[src/rtl/ramio_memcpy.sv]
// ramio_memcpy: word-copy engine driving the cpu-side port of RAMIO.
// Copies word_count 32-bit words from src_addr to dst_addr in forward order,
// one read followed by one write per word, with a per-operation timeout.
module ramio_memcpy #(
    parameter int ADDR_BITWIDTH  = 32,
    parameter int COUNT_BITWIDTH = 16,
    parameter int TIMEOUT_CYCLES = 1024
) (
    input  logic                      clk,
    input  logic                      rst_n,
    input  logic                      start,
    input  logic [ADDR_BITWIDTH-1:0]  src_addr,
    input  logic [ADDR_BITWIDTH-1:0]  dst_addr,
    input  logic [COUNT_BITWIDTH-1:0] word_count,
    output logic                      active,
    output logic                      done,
    output logic [1:0]                error,
    output logic [COUNT_BITWIDTH-1:0] words_done,
    output logic                      ramio_enable,
    output logic [2:0]                ramio_read_type,
    output logic [1:0]                ramio_write_type,
    output logic [ADDR_BITWIDTH-1:0]  ramio_address,
    output logic [31:0]               ramio_data_in,
    input  logic [31:0]               ramio_data_out,
    input  logic                      ramio_data_out_ready,
    input  logic                      ramio_busy
);

    // Timer holds 0..TIMEOUT_CYCLES-1 wait cycles.
    localparam int TIMER_W = $clog2(TIMEOUT_CYCLES + 1);

    localparam logic [1:0] ERR_OK        = 2'd0;
    localparam logic [1:0] ERR_MISALIGN  = 2'd1;
    localparam logic [1:0] ERR_TIMEOUT   = 2'd2;

    typedef enum logic [2:0] {
        S_IDLE,
        S_RD_REQ,
        S_RD_WAIT,
        S_WR_REQ,
        S_WR_WAIT,
        S_FIN
    } state_t;

    state_t                    state_reg, state_next;
    logic [ADDR_BITWIDTH-1:0]  src_reg, src_next;
    logic [ADDR_BITWIDTH-1:0]  dst_reg, dst_next;
    logic [COUNT_BITWIDTH-1:0] remaining_reg, remaining_next;
    logic [COUNT_BITWIDTH-1:0] words_done_reg, words_done_next;
    logic [31:0]               data_reg, data_next;
    logic [TIMER_W-1:0]        timer_reg, timer_next;
    logic [1:0]                error_reg, error_next;

    // Request strobes for the current cycle; enable is their OR.
    logic rd_en;
    logic wr_en;
    logic timeout_hit;

    assign timeout_hit = (timer_reg == TIMER_W'(TIMEOUT_CYCLES - 1));

    // State and datapath registers; reset aborts any copy without a done pulse.
    always_ff @(posedge clk or negedge rst_n) begin
        if (!rst_n) begin
            state_reg      <= S_IDLE;
            src_reg        <= '0;
            dst_reg        <= '0;
            remaining_reg  <= '0;
            words_done_reg <= '0;
            data_reg       <= '0;
            timer_reg      <= '0;
            error_reg      <= ERR_OK;
        end else begin
            state_reg      <= state_next;
            src_reg        <= src_next;
            dst_reg        <= dst_next;
            remaining_reg  <= remaining_next;
            words_done_reg <= words_done_next;
            data_reg       <= data_next;
            timer_reg      <= timer_next;
            error_reg      <= error_next;
        end
    end

    // Next-state logic and RAMIO request strobes. Enable drops in the cycle an
    // operation completes, which guarantees an idle cycle between operations.
    always_comb begin
        state_next      = state_reg;
        src_next        = src_reg;
        dst_next        = dst_reg;
        remaining_next  = remaining_reg;
        words_done_next = words_done_reg;
        data_next       = data_reg;
        timer_next      = '0;
        error_next      = error_reg;
        rd_en           = 1'b0;
        wr_en           = 1'b0;

        case (state_reg)
            S_IDLE: begin
                if (start) begin
                    src_next        = src_addr;
                    dst_next        = dst_addr;
                    remaining_next  = word_count;
                    words_done_next = '0;
                    error_next      = ERR_OK;
                    if ((src_addr[1:0] != 2'b00) || (dst_addr[1:0] != 2'b00)) begin
                        error_next = ERR_MISALIGN;
                        state_next = S_FIN;
                    end else if (word_count == '0) begin
                        state_next = S_FIN;
                    end else begin
                        state_next = S_RD_REQ;
                    end
                end
            end

            S_RD_REQ: begin
                rd_en      = 1'b1;
                state_next = S_RD_WAIT;
            end

            S_RD_WAIT: begin
                if (ramio_data_out_ready) begin
                    data_next  = ramio_data_out;
                    state_next = S_WR_REQ;
                end else if (timeout_hit) begin
                    error_next = ERR_TIMEOUT;
                    state_next = S_FIN;
                end else begin
                    rd_en      = 1'b1;
                    timer_next = timer_reg + TIMER_W'(1);
                end
            end

            S_WR_REQ: begin
                wr_en      = 1'b1;
                state_next = S_WR_WAIT;
            end

            S_WR_WAIT: begin
                if (!ramio_busy) begin
                    words_done_next = words_done_reg + COUNT_BITWIDTH'(1);
                    src_next        = src_reg + ADDR_BITWIDTH'(4);
                    dst_next        = dst_reg + ADDR_BITWIDTH'(4);
                    remaining_next  = remaining_reg - COUNT_BITWIDTH'(1);
                    if (remaining_reg == COUNT_BITWIDTH'(1)) begin
                        state_next = S_FIN;
                    end else begin
                        state_next = S_RD_REQ;
                    end
                end else if (timeout_hit) begin
                    error_next = ERR_TIMEOUT;
                    state_next = S_FIN;
                end else begin
                    wr_en      = 1'b1;
                    timer_next = timer_reg + TIMER_W'(1);
                end
            end

            S_FIN: begin
                state_next = S_IDLE;
            end

            default: begin
                state_next = S_IDLE;
            end
        endcase
    end

    // RAMIO port: everything is zero whenever no request is being presented.
    always_comb begin
        ramio_enable     = rd_en | wr_en;
        ramio_read_type  = rd_en ? 3'b111 : 3'b000;
        ramio_write_type = wr_en ? 2'b11  : 2'b00;
        ramio_address    = rd_en ? src_reg : (wr_en ? dst_reg : '0);
        ramio_data_in    = wr_en ? data_reg : 32'd0;
    end

    // Status outputs.
    always_comb begin
        active     = (state_reg == S_RD_REQ) || (state_reg == S_RD_WAIT) ||
                     (state_reg == S_WR_REQ) || (state_reg == S_WR_WAIT);
        done       = (state_reg == S_FIN);
        error      = error_reg;
        words_done = words_done_reg;
    end

endmodule

[config.mk]
export PLATFORM = sky130hd
export DESIGN_NAME = ramio_memcpy
export DESIGN_NICKNAME = d
export VERILOG_FILES = /design/src/rtl/ramio_memcpy.sv
export SDC_FILE = /design/constraint.sdc
export NUM_CORES = 1
export LEC_CHECK = 0
export CAP_MARGIN = 20
export CORE_AREA = 3 3 159 161
export CTS_BUF_LIST = sky130_fd_sc_hd__clkbuf_8
export CTS_CLUSTER_SIZE = 8
export DETAILED_ROUTE_END_ITERATION = 10
export DIE_AREA = 0 0 162 164
export SLEW_MARGIN = 0
export SYNTH_ARGS = -nofsm -noshare
export SYNTH_HDL_FRONTEND = slang
export SYNTH_SLANG_ARGS = --single-unit
export TNS_END_PERCENT = 10
[constraint.sdc]
create_clock -name clk -period 3.15 [get_ports clk]
set_input_delay 0.945 -clock clk [delete_from_list [all_inputs] [get_ports clk]]
set_output_delay 0.945 -clock clk [all_outputs]
set_load 0.02 [all_outputs]
---- Yosys cells after proc, flatten, opt, wreduce, memory -nomap -nowiden ----
Cells that the tools add are included.
word-level totals
  bits in writable memories ............... 0
  ROM bits ................................ 0
  flip-flop bits (word level) ............. 144
  bits in latches ......................... 0
  logic and storage cells ................. 78
  memories kept ........................... 0
cells by class
  $add $sub $neg .......................... 5
  bitwise operators ....................... 1
  order comparisons ....................... 0
  multipliers ............................. 0
  eq/ne operators ......................... 11
  shift operators ......................... 0
  reduce and logical (&&, ||, !) cells .... 13
  multiplexer cells ....................... 40
  divide/modulo/power cells ............... 0
operators by type and width
  operator                                             count
  two-way mux 32 bit                                   7
  case mux 32 bit (2 select lines)                     2
  adder 32 x 3 -> 32 bit (second input constant)       2
  two-way mux 16 bit                                   4
  case mux 16 bit (2 select lines)                     2
  two-way mux 11 bit                                   3
  two-way mux 3 bit                                    8
  case mux 11 bit (2 select lines)                     1
  adder 16 x 1 -> 16 bit (second input constant)       1
  == test 16 x 1 -> 1 bit (second input constant)      1
  logical NOT 16 bit                                   1
  subtractor 16 x 1 -> 16 bit (second input constant)  1
  case mux 3 bit (5 select lines)                      1
  adder 11 x 1 -> 11 bit (second input constant)       1
  == test 11 x 10 -> 1 bit (second input constant)     1
  two-way mux 2 bit                                    5
  inequality test 2 bit (second input constant)        4
  == test 3 x 2 -> 1 bit (second input constant)       2
  == test 3 bit (second input constant)                2
  case mux 2 bit (3 select lines)                      1
  nonzero test 2 bit                                   3
  logical OR 1 bit                                     4
  two-way mux 1 bit                                    4
  case mux 1 bit (2 select lines)                      2
  7 further kinds                                      7

---- Depth between registers and ports, before layout ----
  depth after elaboration ................. 6
  gate-level depth with buffers ........... 8

---- Least setup slack after synthesis ----
Ideal clock, no wire load.
  path kind ............................... input to output
  start point ............................. input port ramio_data_out_ready
  end point ............................... output port ramio_address[22]
  setup slack ............................. 0.356 ns
  stages on the path ...................... 3
  path buffers ............................ 1
  arrival ................................. 1.849 ns
  path through ............................ o32ai_2 -> buf_2 -> a22o_1
between the ends
  longest elaborated chain between the ends .. 3
RTL lines
  what                             line  source
  from (decl)                      25    input logic ramio_data_out_ready,
  two-way mux 1 bit                123   if (ramio_data_out_ready) begin
  case mux 1 bit (2 select lines)  98    case (state_reg)
  via rd_en                        55    logic rd_en;
  two-way mux 32 bit               175   ramio_address = rd_en ? src_reg : (wr_en ? dst_reg : '0);
  to (decl)                        22    output logic [ADDR_BITWIDTH-1:0] ramio_address,
The timed path passes the listed nets, and every way through them passes these cells.

---- Final worst setup path ----
  start point ............................. register timer_reg[1]
  end point ............................... output port ramio_address[21]
between the ends
  longest elaborated chain between the ends .. 6
  elaborated cells between the ends (all ways) .. 8
RTL lines
  what                             line      source
  from (decl)                      51        logic [TIMER_W-1:0] timer_reg, timer_next;
  from (signal assigned)           79        timer_reg <= timer_next;
  == test 11 x 10 -> 1 bit (*)     59        assign timeout_hit = (timer_reg == TIMER_W'(TIMEOUT_CYCLES - 1));
  two-way mux 1 bit (*)            126, 151
  two-way mux 1 bit                141       if (!ramio_busy) begin
  case mux 1 bit (2 select lines)  98
  two-way mux 32 bit               175
  two-way mux 32 bit (*)           175
Every way passes the cells marked *; elsewhere a longest branch is shown, timed or not.

==> results.py <==
metrics = {
    "clock_network": {
        "clockRootBuffer": "clkbuf_8",
        "htreeDepth": 4,
        "cts_tree": "done",
        "clk_latency_ns": 0.46,
        "cts.path.max_buffers": 2,
        "path_clk_slew_ns": 0.09,
        "cts_buffers": 17,
        "cts.sinks": 144,
    },
    "hold_path": {
        "hp-class": "in2async",
    },
    "layout": {
        "nets": 1257,
        "num_antenna_cells": 0,
        "layout_commonest_cell": "dfrtp_1",
        "layout_common_cells": "143 x dfrtp_1, 133 x clkdlybuf4s50_1, 93 x nor2_1",
        "design_area_um2": 11500,
        "syn_to_final_growth_pct": 37.6,
        "n_fill_cell": 2404,
        "drive_above_1_share_pct": 19.0,
        "multiInputGateArea_um2": 4460,
        "regArea_um2": 3600,
    },
    "worst_setup_path": {
        "slowest_delay_ns": 0.36,
        "cp_cell_sequence": "ha_2 -> nand2_4 -> nor4_4 -> o32ai_4 -> buf_6 -> buf_16 -> a22o_1 -> buf_2",
        "r2r-end": "dst_reg[27]",
        "ff2ff_setup_slack_ns": 0.52,
        "critPathRequiredTime_ns": 2.20,
        "worstSetupPathType": "reg2out",
        "r2r-start": "state_reg[2]",
        "cp_num_buf_inv": 3,
        "ff2ff_path_depth": 7,
        "cpMaxStageDelayCell": "dfrtp_1",
        "arrival_ns": 2.28,
        "crit_path_start_kind": "flip-flop",
        "crit_path_end_kind": "output pin",
        "crit_start": "timer_reg[1]",
        "crit_family": "buffers and inverters",
        "critPathMaxFanout": 8,
    },
    "synthesis": {
        "synth_compound_area_share_pct": 19.9,
        "syn-num-nets": 1047,
        "ys.warnings.count": 0,
        "synthArstFlopShare_pct": 100,
        "synth-edff-count": 0,
        "synth_top_family_by_area": "simple AND/OR/NAND/NOR gates",
        "synth_top_area_cell": "dfrtp_1",
        "yosysTopAreaCellShare_pct": 43.1,
        "syn_avg_cell_area_um2": 9.05,
        "synth.area.mux_share_pct": 4.55,
        "syn_area_um2": 8360,
        "synth_ff_type": "dfrtp_1",
        "synth-simple-area-share_pct": 24.5,
        "yosys-top-cells-area": "dfrtp_1 43%, nor2_1 4.3%, a21oi_1 3.8%",
        "synthXorXnorAreaFrac_pct": 2.41,
        "ys_seq_elements": 144,
        "yosysSeqAreaShare_pct": 43.1,
        "ys_types": 83,
        "synth-adder-area-share_pct": 0.898,
        "syn_inst": 924,
    },
    "global_routing": {
        "antenna_found_initial": 0,
        "grt_pass1_vias": 8150,
        "grt_util_all_layers_pct": 21.1,
        "grt_max_degree": 79,
        "overflow": 0,
        "grt_pass1_wl_mm": 44.7,
    },
    "outcome": {
        "violations": "setup timing",
        "outcome": "complete, but fails checks",
    },
    "power": {
        "p_per_area_nw_per_um2": 921,
        "peakVddDrop_v": 0.000563,
        "p_leak_nw": 4.79,
    },
    "place": {
        "placed_area_um2": 11000,
        "io_buffer_count": 206,
        "place.gp.congestion": 0.802,
        "dp_slack_ns": -0.631,
        "hpwl_mm": 19.1,
    },
    "sta": {
        "hold_violations": 0,
        "grt_setup_unrepaired": "true",
        "tightest_slew_ns": 0.765,
        "slew_headroom_pct": 49.0,
        "finalClockSkew_ns": 0.0229,
        "slew_violations": 0,
        "fmax_mhz": 310,
        "layout_setup_ws_ns": -0.0755,
        "finalCritPeriodShare_pct": 102,
        "min_period_ns": 3.23,
        "setup_viol_count_final": 46,
    },
    "floorplan": {
        "die_w_um": 162,
        "coreArea_um2": 24100,
        "start_util_pct": 34.7,
        "rows": 57,
        "die_area_um2": 26600,
        "ios": 207,
        "die_h_um": 164,
    },
    "route": {
        "dr.pass1.iters": 5,
        "routed_via_density": 5.47,
        "drtIter0Drc": 513,
        "num_vias": 8041,
        "drc_errors": 0,
        "ant_nets": 0,
        "finalWirelength_mm": 27.6,
        "avgRoutedWirePerCell_um": 18.8,
    },
    "run": {
        "drv_cap": 0,
    },
}
[area by class of cell]
class / count / share of cell area [%]
clock buffer: 18 / 2.15
clock inverter: 14 / 1.46
inverter: 13 / 0.424
multi-input combinational: 698 / 38.8
sequential: 144 / 31.3
tap: 324 / 3.52
timing repair buffer: 260 / 22.3
[worst register-to-register path: stages (launching register included)]
cell and delay, ns:
dfrtp_1 0.45, nor3b_4 0.23, buf_4 0.34, buf_4 0.67, nor2_2 0.13, buf_12 0.21
a311o_1 0.36, o221a_2 0.12
[worst max path at each step]
stage | depth (start not counted) | endpoint | slack [ns]
floorplan | 3 | ramio_address[22] | 0.36
global placement | 5 | ramio_address[25] | -0.59
detailed placement | 5 | ramio_address[18] | -0.63
CTS | 8 | ramio_address[26] | -0.12
global route | 8 | ramio_address[21] | -0.20
finish | 8 | ramio_address[21] | -0.08
[layer usage]
layer / share of wire (%) / track usage, %
met1: 44 / 28.4
met2: 48 / 33.7
met4: 1.2 / 4.96
met3: 6.7 / 6.25
met5: 0 / 0
[power by group]
part           internal, mW  switching [mW]
logic                  2.58            2.95
clock network         0.753           0.839
registers              2.61           0.860
[synthesized netlist by cell type, types with 3 or more instances]
master,instances
a211oi_1,11
buf_1,7
clkbuf_1,24
dfrtp_1,144
or4_1,3
xnor2_1,15
a22oi_1,3
o21ai_0,39
or3_1,4
nor4_1,10
nor3_1,35
and4_1,9
and3_1,21
nor2_1,95
o22a_1,9
o22ai_1,12
a22o_1,33
a31oi_1,8
and3_2,3
a41oi_1,3
buf_4,7
nand4_1,13
xor2_1,8
nand3_1,47
nor4b_1,3
nor2b_1,6
a21oi_1,64
a311oi_1,12
buf_2,28
mux2_2,25
a2bb2oi_1,7
inv_1,13
mux2_1,7
nand2_1,82
o21bai_1,5
and2_1,39
o211ai_1,3
ha_1,6
nand2b_1,4
[cells by family (layout without fill, tap and decap cells)]
kind of cell	count (synthesis)	count (layout)
xor+xnor	23	23
buf+inv	82	305
fa+ha+maj	6	6
mux	34	34
compound gates	242	242
simple gates	393	393
flops	144	144
[per-stage QoR]
stage | hold slack, ns | cells | util, % | total power [mW] | TNS (ns)
2_1_floorplan | 0.446 | 924 | - | 6.61 | 0
3_3_place_gp | 0.461 | 1432 | 45.6 | 8.68 | -35.52
3_5_place_dp | 0.467 | 1432 | 45.6 | 8.78 | -37.64
4_1_cts | 0.430 | 1471 | 47.2 | 10.5 | -4.61
5_1_grt | 0.432 | 1471 | 47.7 | 11.4 | -9.96
6_report | 0.433 | 1471 | 47.7 | 10.6 | -1.68
[repair_timing]
action                                  4_1_cts  5_1_grt
resized for setup                           336       55
pin swaps                                    18       28
endpoints found under the hold margin         0        0
setup buffers                                 5        0
gates cloned                                  3        0
hold buffers                                  0        0
endpoints found under the setup margin       70       71
Power figures use the tool's default switching activity.
